===== src/rtl/fir_cfg_master.sv =====
// fir_cfg_master: AXI-lite master that loads FIR length, tap count and coefficients,
// verifies them by readback, then starts the engine and polls for ap_done.
module fir_cfg_master #(
   parameter int pADDR_WIDTH = 12,
   parameter int pDATA_WIDTH = 32,
   parameter int pPOLL_LIMIT = 4096
) (
   input  logic                   axis_clk,
   input  logic                   axis_rst,
   input  logic                   cfg_start,
   input  logic [31:0]            cfg_data_length,
   input  logic [5:0]             cfg_tap_num,
   output logic [4:0]             coef_idx,
   input  logic [31:0]            coef_data,
   output logic                   awvalid,
   input  logic                   awready,
   output logic [pADDR_WIDTH-1:0] awaddr,
   output logic                   wvalid,
   input  logic                   wready,
   output logic [pDATA_WIDTH-1:0] wdata,
   output logic                   arvalid,
   input  logic                   arready,
   output logic [pADDR_WIDTH-1:0] araddr,
   input  logic                   rvalid,
   output logic                   rready,
   input  logic [pDATA_WIDTH-1:0] rdata,
   output logic                   busy,
   output logic                   done,
   output logic                   mismatch,
   output logic                   timeout
);
   localparam int CW = $clog2(pPOLL_LIMIT + 1);
   typedef enum logic [3:0] {IDLE, WR_LEN, WR_TAP, WR_COEF, RD_LEN, RD_TAP, RD_COEF, WR_START, POLL, DONE} state_t;
   state_t state, state_nxt;
   logic [31:0] len_r;
   logic [5:0] tap_r, tap_in;
   logic act, wr_st, rd_st, wr_end, rd_end, last, poll_last, is_len, is_tap, is_coef;
   logic [1:0] gap;
   logic [CW-1:0] poll_cnt;
   logic [pADDR_WIDTH-1:0] cur_addr;
   logic [pDATA_WIDTH-1:0] cur_data;

   always_comb begin
      tap_in = cfg_tap_num == 6'd0 ? 6'd1 : cfg_tap_num > 6'd32 ? 6'd32 : cfg_tap_num;
      is_len = state inside {WR_LEN, RD_LEN};
      is_tap = state inside {WR_TAP, RD_TAP};
      is_coef = state inside {WR_COEF, RD_COEF};
      wr_st = state inside {WR_LEN, WR_TAP, WR_COEF, WR_START};
      rd_st = state inside {RD_LEN, RD_TAP, RD_COEF, POLL};
      // a write completes once each channel has either finished or is finishing now
      wr_end = act && wr_st && (!awvalid || awready) && (!wvalid || wready);
      rd_end = act && rd_st && rvalid && rready;
      last = {1'b0, coef_idx} == tap_r - 6'd1;
      poll_last = poll_cnt == CW'(pPOLL_LIMIT - 1);
      cur_addr = is_len ? pADDR_WIDTH'(8'h10) : is_tap ? pADDR_WIDTH'(8'h14) :
                 is_coef ? pADDR_WIDTH'(8'h80 + {1'b0, coef_idx, 2'b00}) : '0;
      cur_data = is_len ? pDATA_WIDTH'(len_r) : is_tap ? pDATA_WIDTH'(tap_r) :
                 is_coef ? pDATA_WIDTH'(coef_data) : pDATA_WIDTH'(1);
      state_nxt = state;
      case (state)
         IDLE:     if (cfg_start) state_nxt = WR_LEN;
         WR_LEN:   if (wr_end) state_nxt = WR_TAP;
         WR_TAP:   if (wr_end) state_nxt = WR_COEF;
         WR_COEF:  if (wr_end && last) state_nxt = RD_LEN;
         RD_LEN:   if (rd_end) state_nxt = RD_TAP;
         RD_TAP:   if (rd_end) state_nxt = RD_COEF;
         RD_COEF:  if (rd_end && last) state_nxt = WR_START;
         WR_START: if (wr_end) state_nxt = POLL;
         POLL:     if (rd_end && (rdata[1] || poll_last)) state_nxt = DONE;
         default:  state_nxt = IDLE;
      endcase
   end

   always_ff @(posedge axis_clk or posedge axis_rst)
      if (axis_rst) state <= IDLE;
      else state <= state_nxt;

   always_ff @(posedge axis_clk or posedge axis_rst) begin
      if (axis_rst) begin
         {awvalid, wvalid, arvalid, rready, busy, done, mismatch, timeout, act} <= '0;
         awaddr <= '0;
         wdata <= '0;
         araddr <= '0;
         coef_idx <= '0;
         len_r <= '0;
         tap_r <= '0;
         gap <= '0;
         poll_cnt <= '0;
      end else begin
         busy <= state_nxt != IDLE && state_nxt != DONE;
         done <= state_nxt == DONE;
         if (state == IDLE && cfg_start) begin
            len_r <= cfg_data_length;
            tap_r <= tap_in;
            mismatch <= 1'b0;
            timeout <= 1'b0;
            poll_cnt <= '0;
            gap <= '0;
         end
         if (wr_st && !act) begin
            act <= 1'b1;
            awvalid <= 1'b1;
            wvalid <= 1'b1;
            awaddr <= cur_addr;
            wdata <= cur_data;
         end
         if (rd_st && !act && gap == 2'd0) begin
            act <= 1'b1;
            arvalid <= 1'b1;
            rready <= 1'b1;
            araddr <= cur_addr;
         end
         if (state == POLL && !act && gap != 2'd0) gap <= gap - 2'd1;
         if (awvalid && awready) begin
            awvalid <= 1'b0;
            awaddr <= '0;
         end
         if (wvalid && wready) begin
            wvalid <= 1'b0;
            wdata <= '0;
         end
         if (arvalid && arready) begin
            arvalid <= 1'b0;
            araddr <= '0;
         end
         if (wr_end) begin
            act <= 1'b0;
            coef_idx <= (state == WR_COEF && !last) ? coef_idx + 5'd1 : 5'd0;
         end
         if (rd_end) begin
            act <= 1'b0;
            rready <= 1'b0;
            arvalid <= 1'b0;
            araddr <= '0;
            if (state != POLL && rdata != cur_data) mismatch <= 1'b1;
            if (state == RD_COEF) coef_idx <= last ? 5'd0 : coef_idx + 5'd1;
            // gap of 3 plus the launch cycle gives four idle cycles between polls
            if (state == POLL) begin
               poll_cnt <= poll_cnt + CW'(1);
               gap <= 2'd3;
               if (poll_last && !rdata[1]) timeout <= 1'b1;
            end
         end
      end
   end
endmodule


===== config.mk =====
export PLATFORM = sky130hd
export DESIGN_NAME = fir_cfg_master
export DESIGN_NICKNAME = d
export VERILOG_FILES = /design/src/rtl/fir_cfg_master.sv
export SDC_FILE = /design/constraint.sdc
export NUM_CORES = 1
export LEC_CHECK = 0
export BUFFER_PORTS_ARGS = -buffer_cell sky130_fd_sc_hd__buf_2
export CAP_MARGIN = 40
export CORE_ASPECT_RATIO = 1.75
export CORE_MARGIN = 8
export CORE_UTILIZATION = 56
export CTS_CLUSTER_DIAMETER = 120
export DETAILED_ROUTE_END_ITERATION = 7
export PLACE_DENSITY_LB_ADDON = 0.12
export SLEW_MARGIN = 15
export SYNTH_ARGS = -nofsm -noshare
export SYNTH_HDL_FRONTEND = slang
export SYNTH_SLANG_ARGS = --single-unit

===== constraint.sdc =====
create_clock -name axis_clk -period 11.8 [get_ports axis_clk]
set_clock_uncertainty 0.05 [all_clocks]
set_input_delay 2.36 -clock axis_clk [delete_from_list [all_inputs] [get_ports axis_clk]]
set_output_delay 2.36 -clock axis_clk [all_outputs]
set_load 0.02 [all_outputs]

==> out/results.tsv, run 1 <==
metric	value	unit
synth_top_area_cell	dfrtp_1	
synth_warnings	0	
htree_levels	4	
initial_utilization	0.5710	
synth_commonest_cells	dfrtp_1, nand2_1, mux2_2, a22o_1, nor2_1	
crit_fanout	2	
synth.distinct_cells	53	
numCtsBuffers	17	
drive_gt1_frac	0.3404	
detail_route.wl_per_cell	19.02	um
via_count	5106	
synth-seq-area-share	0.4711	
area_growth	24.07	%
final_nets	860	
slew_headroom	0.4247	
cts_sinks	115	
hold_buffers	0	
worst_slew_pin_slew	0.8578	ns
gp_congestion	0.9129	
dp.cells	858	
crit_family	simple AND/OR/NAND/NOR gates	
required	12.02	ns
grt_pass1_vias	5640	
synth-async-reset-ratio	1.000	
drc	0	
synthCells	588	
min_path_type	flip-flop to flip-flop	
slowest_delay	0.44	ns
synth_top_area_frac	0.4711	
ys.flop_type	dfrtp_1	
routed_wl	16.91	mm
leakage	3.740	nW
viasPerCell	5.744	
crit_slowest_cell	nor4_1	
core-area	10700	um2
port_buffers	165	
worst-setup-path-type	input port to flip-flop	
globalRouteTotalUtil	0.2395	
yosys_register_bits	115	
dpl.hpwl	12.88	mm
cts_tree	done	
rows	50	
grt_pass1_wl	27.19	mm
hold_viol_final	0	
gr-total-overflow	0	
dr.pass1.iters	5	
worst-path-buf-inv	1	
ir_drop	0.0001687	V
post-cts-setup-buffer-count	0	
fin_crit_sh	0.3201	
fin_crit	3.777	ns
hold_ws	0.4284	ns
ant_nets	0	
synth_area_per_cell	10.39	um2
finalSetupTns	0	ns
ys_top_cells_by_area	dfrtp_1, mux2_2, a22o_1	
yosysMostFrequentCell	dfrtp_1	
io_pins	178	
nFillCells	817	
die_w	94.95	um
syn-cell-area	6108	um2
worstSkewPairLatency	0.41	ns
worst_setup_path_start_kind	input port	
cts_root_buffer	clkbuf_16	
crit_arrival	4.00	ns
path_cells	buf_2 -> mux2i_1 -> nor3_1 -> xor2_1 -> nor4_1 -> nand4_1 -> nor4_1 -> a31oi_1	
dieArea	14640	um2
path_common_cell	nor4_1	
grt_max_degree	51	
drv_slew	0	
crit_path_end_kind	flip-flop	
antenna_found_initial	1	
powerDensity	265.1	nW/um2
cts_resized	0	
drv_cap	0	
path_clk_slew	0.05	ns
setup_violations	0	
die-height	154.2	um
fin_cells	889	
first_iter_violations	226	
grt_setup_unrepaired	no	
synth_edf_count	0	
status	completed	
fmax	264.7	MHz
clockBufferDepth	2	
-- per-stage QoR --
| step | util | power, mW | instance area [um2] | worst slack, ns |
|---|---|---|---|---|
| 4_1_cts | 0.7082 | 2.017 | 7576 | 8.063 |
| 3_3_place_gp | 0.6502 | 1.474 | 6955 | 7.798 |
| 2_1_floorplan | - | 1.275 | 6150 | 6.346 |
| 3_5_place_dp | 0.6535 | 1.505 | 6990 | 7.761 |
| 5_1_grt | 0.7084 | 2.129 | 7579 | 7.971 |
| 6_report | 0.7084 | 2.009 | 7579 | 8.023 |
-- state kept, by name, summed over array words and instances (netlist names) --
name      count
wvalid        1
coef_idx      5
act           1
state         4
timeout       1
len_r        32
gap           2
arvalid       1
awaddr        6
tap_r         6
awvalid       1
done          1
rready        1
araddr        6
busy          1
wdata        32
poll_cnt     13
mismatch      1
-- cell families (layout without fill, tap and decap cells) --
| family | after synthesis | after routing | synth area share |
|---|---|---|---|
| other | 1 | 13 | 0.0006139 |
| buffers and inverters | 60 | 219 | 0.05019 |
| AO/OA/AOI/OAI | 114 | 114 | 0.1299 |
| flip-flops | 115 | 115 | 0.4711 |
| multiplexers | 66 | 66 | 0.1157 |
| AND/OR/NAND/NOR | 177 | 177 | 0.1495 |
| XOR/XNOR | 43 | 43 | 0.06165 |
| adder cells (fa/ha/maj) | 12 | 12 | 0.02130 |
-- layout by cell type, fill, tap and decap left out, drive strengths merged, types with 6 or more instances in the layout --
master,count
buf,174
nand2b,15
xor2,19
nor2,33
inv,15
mux2i,29
nand4,13
nor3,24
maj3,8
nand2,43
dfrtp,115
a21oi,22
nand3,21
clkinv,6
nor4,6
xnor2,24
mux2,37
clkbuf,21
o21ai,29
conb,12
a22o,34
-- routing by layer --
layer  part of all wire  GRT usage
met1               0.35     0.2328
met2               0.55     0.4271
met3              0.064    0.08435
met4              0.037     0.1198
met5                  0          0
-- worst reg2reg max path: stages, from the launching register on --
cell	delay, ns
dfrtp_1	0.70
xnor2_2	0.24
buf_4	0.25
nor3_1	0.32
xor2_1	0.12
nor4_1	0.44
nand4_1	0.17
nor4_1	0.34
a31oi_1	0.13
-- area by class of cell --
class / count / area, um2 / share of cell area
Timing Repair Buffer: 174 / 913.4 / 0.1205
Tap cell: 130 / 162.7 / 0.02146
Sequential cell: 115 / 2879 / 0.3799
Clock inverter: 9 / 105.1 / 0.01387
Inverter: 15 / 58.81 / 0.007760
Clock buffer: 21 / 480.5 / 0.06340
Multi-Input combinational cell: 424 / 2977 / 0.3928
Antenna cell: 1 / 2.502 / 0.0003302
-- power by group --
| part | leakage [nW] | internal (mW) | switching (mW) | total, mW |
|---|---|---|---|---|
| clock network | 0.291 | 0.330 | 0.177 | 0.506 |
| logic | 1.96 | 0.368 | 0.512 | 0.880 |
| registers | 1.48 | 0.523 | 0.100 | 0.623 |
-- worst paths after layout --
path,slack [ns],endpoint,start,cells past startpoint
setup / recovery,8.02,mismatch,coef_data[8],8
hold / removal,0.43,poll_cnt[8],poll_cnt[8],1
setup reg to reg,8.90,mismatch,state[0],8
hold reg to reg,0.43,poll_cnt[8],poll_cnt[8],1
max in group asynchronous,8.63,state[1],axis_rst,4
min in group asynchronous,1.91,tap_r[2],axis_rst,2
Power figures use the tool's default switching activity.
==> inputs of run 2 (changes only) <==
Settings changed: CORE_UTILIZATION 56 to 52.
Clock period 11.8 ns to 3.95 ns, I/O delays scaled along.
==> run 2 against run 1 <==
Sequential power rose to 3.1 times the previous value; routed wire length up 4.2%; count of clock-buffer cells in the layout increased by 1; critical path type is now flip-flop to flip-flop.
==> out/results.tsv, run 2 (synthesis results as in run 1) <==
metric	value	unit	change
antenna_found_initial	0		-1
via_count	5108		+0.039%
setup_ws	1.194	ns	-6.828 ns
leakage	3.759	nW	+0.51%
gp_congestion	0.8358		-8.4%
viasPerCell	5.707		-0.63%
globalRouteTotalUtil	0.2302		-0.009335
layout_commonest_cell	buf_2		
first_iter_violations	164		-27%
slew_headroom	0.5868		+0.1621
fin_crit_sh	0.6976		
fmax	362.9	MHz	
crit_arrival	2.99	ns	-1.01 ns
status	completed		
pre_cts_ws	1.207	ns	-6.553 ns
drc	0		unchanged
detail_route.wl_per_cell	19.68	um	+3.5%
top_regs	len_r x32, wdata x32, poll_cnt x13		
initial_utilization	0.5304		-0.04057
htree_levels	4		unchanged
path_clk_slew	0.05	ns	about the same
grt_pass1_vias	5514		-2.2%
fin_crit	2.756	ns	
cts_root_buffer	clkbuf_16		
min_path_type	input port to async pin		
ant_nets	0		unchanged
final_nets	861		+0.12%
grt_max_degree	55		+7.8%
diodes	0		-1
drv_cap	0		unchanged
die-height	159.4	um	+3.4%
dieArea	15610	um2	+6.6%
setup_violations	0		unchanged
dr.pass1.iters	4		-1
powerDensity	803.6	nW/um2	+200%
grt_setup_unrepaired	no		
core-area	11520	um2	+7.6%
ir_drop	0.0004458	V	+160%
worstSkewPairLatency	0.41	ns	about the same
drive_gt1_frac	0.3395		-0.0008957
crit_path_end_kind	flip-flop		
numCtsBuffers	17		unchanged
required	4.18	ns	-7.84 ns
routed_wl	17.61	mm	+4.2%
worst_slew_pin_slew	0.6198	ns	-0.2380 ns
clockBufferDepth	2		unchanged
post-cts-setup-buffer-count	0		unchanged
finalSetupTns	0	ns	unchanged
nFillCells	952		+17%
hold_buffers	0		unchanged
dpl.hpwl	13.64	mm	+5.9%
io_pins	178		unchanged
grt_pass1_wl	28.14	mm	+3.5%
hold_ws	0.2628	ns	-0.1655 ns
gr-total-overflow	0		unchanged
final_cell_mix	buf_2, dfrtp_1, nand2_1		
drv_slew	0		unchanged
rows	52		+4.0%
fin_util	0.6637		-0.04469
worst-setup-path-type	flip-flop to flip-flop		
worst_setup_path_start_kind	flip-flop		
port_buffers	165		unchanged
cts_resized	0		unchanged
reg2regPathDepth	8		unchanged
cts_sinks	115		unchanged
area_growth	25.13	%	
cts_tree	done		
hold_viol_final	0		unchanged
die_w	97.93	um	+3.1%
crit_fanout	31		+29
run 2: layer usage:
layer | up-vias | track usage | wire length, um
li1 | 2407 | - | -
met5 | - | 0 | 0
met1 | 2477 | 0.2268 | 6303
met4 | 0 | 0.1192 | 728
met3 | 49 | 0.06830 | 856
met2 | 175 | 0.4202 | 9724
run 2: report_power, final:
group          switching [mW]  total, mW  internal [mW]
Sequential              0.375       1.94           1.56
Clock                   0.534       1.63           1.10
Combinational            1.47       2.57           1.10
run 2: stage by stage:
stage / instances / power, mW / instance area [um2]
after detailed placement: 864 / 4.523 / 7017
after floorplan: 599 / 3.808 / 6150
after CTS: 895 / 6.181 / 7644
after global placement: 863 / 4.438 / 6989
after global routing: 895 / 6.501 / 7644
final: 895 / 6.142 / 7644
run 2: final cells by class:
class	instances	area [um2]	area share
clock buffers	22	474.2	0.06204
flip-flops and latches	115	2879	0.3767
clock inverters	9	152.6	0.01997
well taps	135	168.9	0.02210
inverters	15	58.81	0.007694
multi-input cells	424	2977	0.3894
repair buffers	175	933.4	0.1221
run 2: worst paths after layout:
path	to	slack, ns	startpoint
setup reg to reg	mismatch	1.19	state[1]
max in group asynchronous	state[1]	3.04	axis_rst
setup / recovery	mismatch	1.19	state[1]
min in group axis_clk	araddr[7]	0.42	araddr[7]
hold / removal	len_r[0]	0.26	axis_rst
hold reg to reg	araddr[7]	0.42	araddr[7]
run 2: critical path: stages (launching register included):
cell	delay (ns)
dfrtp_2	0.76
buf_4	0.44
mux2i_1	0.24
nor3_1	0.09
xor2_1	0.17
nor4_1	0.28
nand4_1	0.12
nor4_1	0.35
a31oi_1	0.13
==> inputs of run 3 (changes only) <==
Settings changed: ABC_AREA from default to 1, CORE_UTILIZATION 52 to 48.
Clock period 3.95 ns to 2.2 ns, I/O delays scaled along.
==> run 3 against run 2 <==
The flow now finishes with violations (DRC); sequential power rose by 68%; synthesized area rose by 4.4%; clock power increased by 72%; non-clock buffer count up 28; die area is 11% higher; cell count increased by 40%; sequential cell count did not move; synthesized cell count increased by 49%; critical path depth up 9; critical path type unchanged; largest power group unchanged.
==> out/results.tsv, run 3 <==
metric	value	unit	change
status	complete, but fails checks		
violations	DRC		
dpl.hpwl	17.32	mm	+27%
drv_cap	0		unchanged
synth_adder_area_share	0.007849		-0.01345
sw_frac_of_total	0.4426		+0.05488
leakage	4.628	nW	+23%
rows	55		+5.8%
routed_wl	22.29	mm	+27%
via_count	6459		+26%
cts_tree	done		
synth_warnings	0		unchanged
globalRouteTotalUtil	0.2563		+0.02611
synth.distinct_cells	42		-21%
final_cell_mix	nand2_1, buf_2, dfrtp_1		
r2r_start	state[0]		
gp_congestion	0.9752		+17%
synth_top_area_cell	dfrtp_1		
path_clk_slew	0.06	ns	about the same
yosys_register_bits	115		unchanged
cts_root_buffer	clkbuf_16		
crit_arrival	2.40	ns	-0.59 ns
r2r_end	mismatch		
multiInputGateArea	2994	um2	+0.59%
hold_viol_final	0		unchanged
worstSetupEndpoint	mismatch		
grt_pass1_vias	6632		+20%
synth-xor-area-share	0.01864		-0.04301
worstSkewPairLatency	0.41	ns	about the same
dieArea	17370	um2	+11%
yosysMostFrequentCell	nand2_1		
synth_edf_count	0		unchanged
crit_fanout	8		-74%
hold_ws	0.1685	ns	-0.09433 ns
grt_pass1_wl	33.44	mm	+19%
pwr-share-seq	0.292		-0.023
synth_commonest_cells	nand2_1, dfrtp_1, inv_1, nand3_1, o21ai_0		
synth-async-reset-ratio	1.000		unchanged
startpoint	state[0]		
ys_top_cells_by_area	dfrtp_1, nand2_1, nand3_1		
initial_utilization	0.4928		-0.03758
synth_top_area_frac	0.4513		-0.01978
port_buffers	165		unchanged
ys.flop_type	dfrtp_1		
synthCells	876		+49%
p_sw	4.950	mW	+110%
min_path_type	input port to flip-flop		
synthSimpleGateAreaFrac	0.3440		+0.1945
final_nets	1185		+38%
fin_crit_sh	0.9751		+0.2775
required	2.45	ns	-1.73 ns
fin_crit	2.145	ns	-0.6103 ns
p_int	6.235	mW	+66%
diodes	0		unchanged
synth-seq-area-share	0.4513		-0.01978
ant_nets	0		unchanged
top_regs	len_r x32, wdata x32, poll_cnt x13		
nFillCells	1219		+28%
drv_slew	0		unchanged
numCtsBuffers	17		unchanged
finalSetupTns	0	ns	unchanged
first_iter_violations	317		+93%
layout_commonest_cell	nand2_1		
die_w	103.1	um	+5.3%
detail_route.wl_per_cell	17.75	um	-9.8%
grt_setup_unrepaired	yes		
clockPowerShare	0.251		-0.015
drive_gt1_frac	0.2544		-0.08510
gr-total-overflow	0		unchanged
area_growth	30.02	%	
regArea	2880	um2	about the same
setup_violations	0		unchanged
powerDensity	1349	nW/um2	+68%
synth-compound-area-share	0.07751		-0.05235
fmax	466.1	MHz	+28%
fin_util	0.6408		-0.02292
synth_top_family_by_area	simple AND/OR/NAND/NOR gates		
die-height	168.5	um	+5.7%
worst-setup-path-type	flip-flop to flip-flop		
ir_drop	0.0007819	V	+75%
htree_levels	4		unchanged
cts_sinks	115		unchanged
drc	3		+3
synth_area_per_cell	7.279	um2	-30%
reg2regPathDepth	17		+9
core-area	12940	um2	+12%
crit_path_end_kind	flip-flop		
muxShareOfSynthArea	0		-0.1157
viasPerCell	5.143		-9.9%
pwr-share-comb	0.458		+0.039
antenna_found_initial	0		unchanged
ff2ff_setup_slack	0.05	ns	-1.14 ns
grt_max_degree	57		+3.6%
worst_setup_path_start_kind	flip-flop		
clockBufferDepth	2		unchanged
dr.pass1.iters	8		+4
io_pins	178		unchanged
syn-cell-area	6376	um2	+4.4%
power	11.19	mW	+82%
## run 3: cell types whose count changed after synthesis, sizes merged, moves of 15 or more
cell / previous run / this run
mux2i: 29 / 0
nor3: 24 / 5
nand3: 21 / 100
o21ai: 29 / 63
mux2: 37 / 0
nand2: 43 / 332
inv: 15 / 109
a22o: 34 / 0
xnor2: 24 / 5
nand2b: 15 / 0
## run 3: power by group through the flow
| stage | registers [mW] | logic [mW] | clock network, mW |
|---|---|---|---|
| floorplan | 3.49 | 2.87 | 0 |
| global placement | 3.27 | 4.83 | 0 |
| detailed placement | 3.28 | 4.89 | 0 |
| CTS | 3.25 | 4.94 | 2.82 |
| global route | 3.33 | 5.65 | 2.90 |
| finish | 3.26 | 5.12 | 2.80 |
## run 3: layout make-up
class	instances	share of cell area
inverter	109	0.05011
clock buffer	17	0.05131
clock inverter	15	0.02083
sequential	115	0.3474
multi-input combinational	626	0.3612
tap	171	0.02581
timing repair buffer	203	0.1434
## run 3: worst min-delay path by stage
stage / cells after the start / to / start / slack, ns
2_1_floorplan: 2 / len_r[10] / len_r[10] / 0.40
4_1_cts: 3 / len_r[23] / cfg_data_length[23] / 0.16
3_5_place_dp: 2 / wdata[22] / axis_rst / 0.37
6_report: 3 / len_r[20] / cfg_data_length[20] / 0.17
3_3_place_gp: 2 / wdata[22] / axis_rst / 0.37
5_1_grt: 3 / len_r[24] / cfg_data_length[24] / 0.18
## run 3: metal layers
| layer | vias to the layer above | share of wire | global-route usage |
|---|---|---|---|
| li1 | 3153 | - | - |
| met1 | 3000 | 0.35 | 0.2548 |
| met2 | 240 | 0.54 | 0.4691 |
| met3 | 66 | 0.064 | 0.05012 |
| met4 | 0 | 0.052 | 0.1507 |
| met5 | - | 0 | 0 |
## run 3: cell families (layout without fill, tap and decap cells)
kind of cell | after synthesis | after routing
compound gates | 88 | 88
fa+ha+maj | 4 | 4
other cells | 1 | 12
flops | 115 | 115
simple gates | 508 | 510
buf+inv | 148 | 344
xor+xnor | 12 | 12
## run 3: critical path: stages (launching register included)
cell and delay (ns):
dfrtp_2 0.46, inv_1 0.12, nor2_2 0.06, nand2_2 0.20
nand2_4 0.14, buf_12 0.16, nand2_1 0.05, nand2_1 0.06
inv_1 0.11, nand2_1 0.06, nand2_1 0.05, nand2_1 0.05
nor2_1 0.08, nand3_1 0.10, nor2_1 0.10, nand2_1 0.07
nand2_1 0.06, nand2_1 0.04
## run 3: timing repair
action / 4_1_cts / 5_1_grt
cloned: 0 / 2
setup buffers: 0 / 1
hold buffers: 1 / 0
endpoints found under the setup margin: 1 / 6
endpoints found under the hold margin: 9 / 0
pin swaps: 0 / 3
gates resized for setup: 3 / 28
## run 3: stage by stage
stage          instances  cell area (um2)  setup WS (ns)
2_1_floorplan        887             6421         0.3106
3_3_place_gp        1220             7580       -0.05018
3_5_place_dp        1220             7580       -0.02562
4_1_cts             1253             8198      0.0002625
5_1_grt             1256             8290       -0.09740
6_report            1256             8290        0.05469
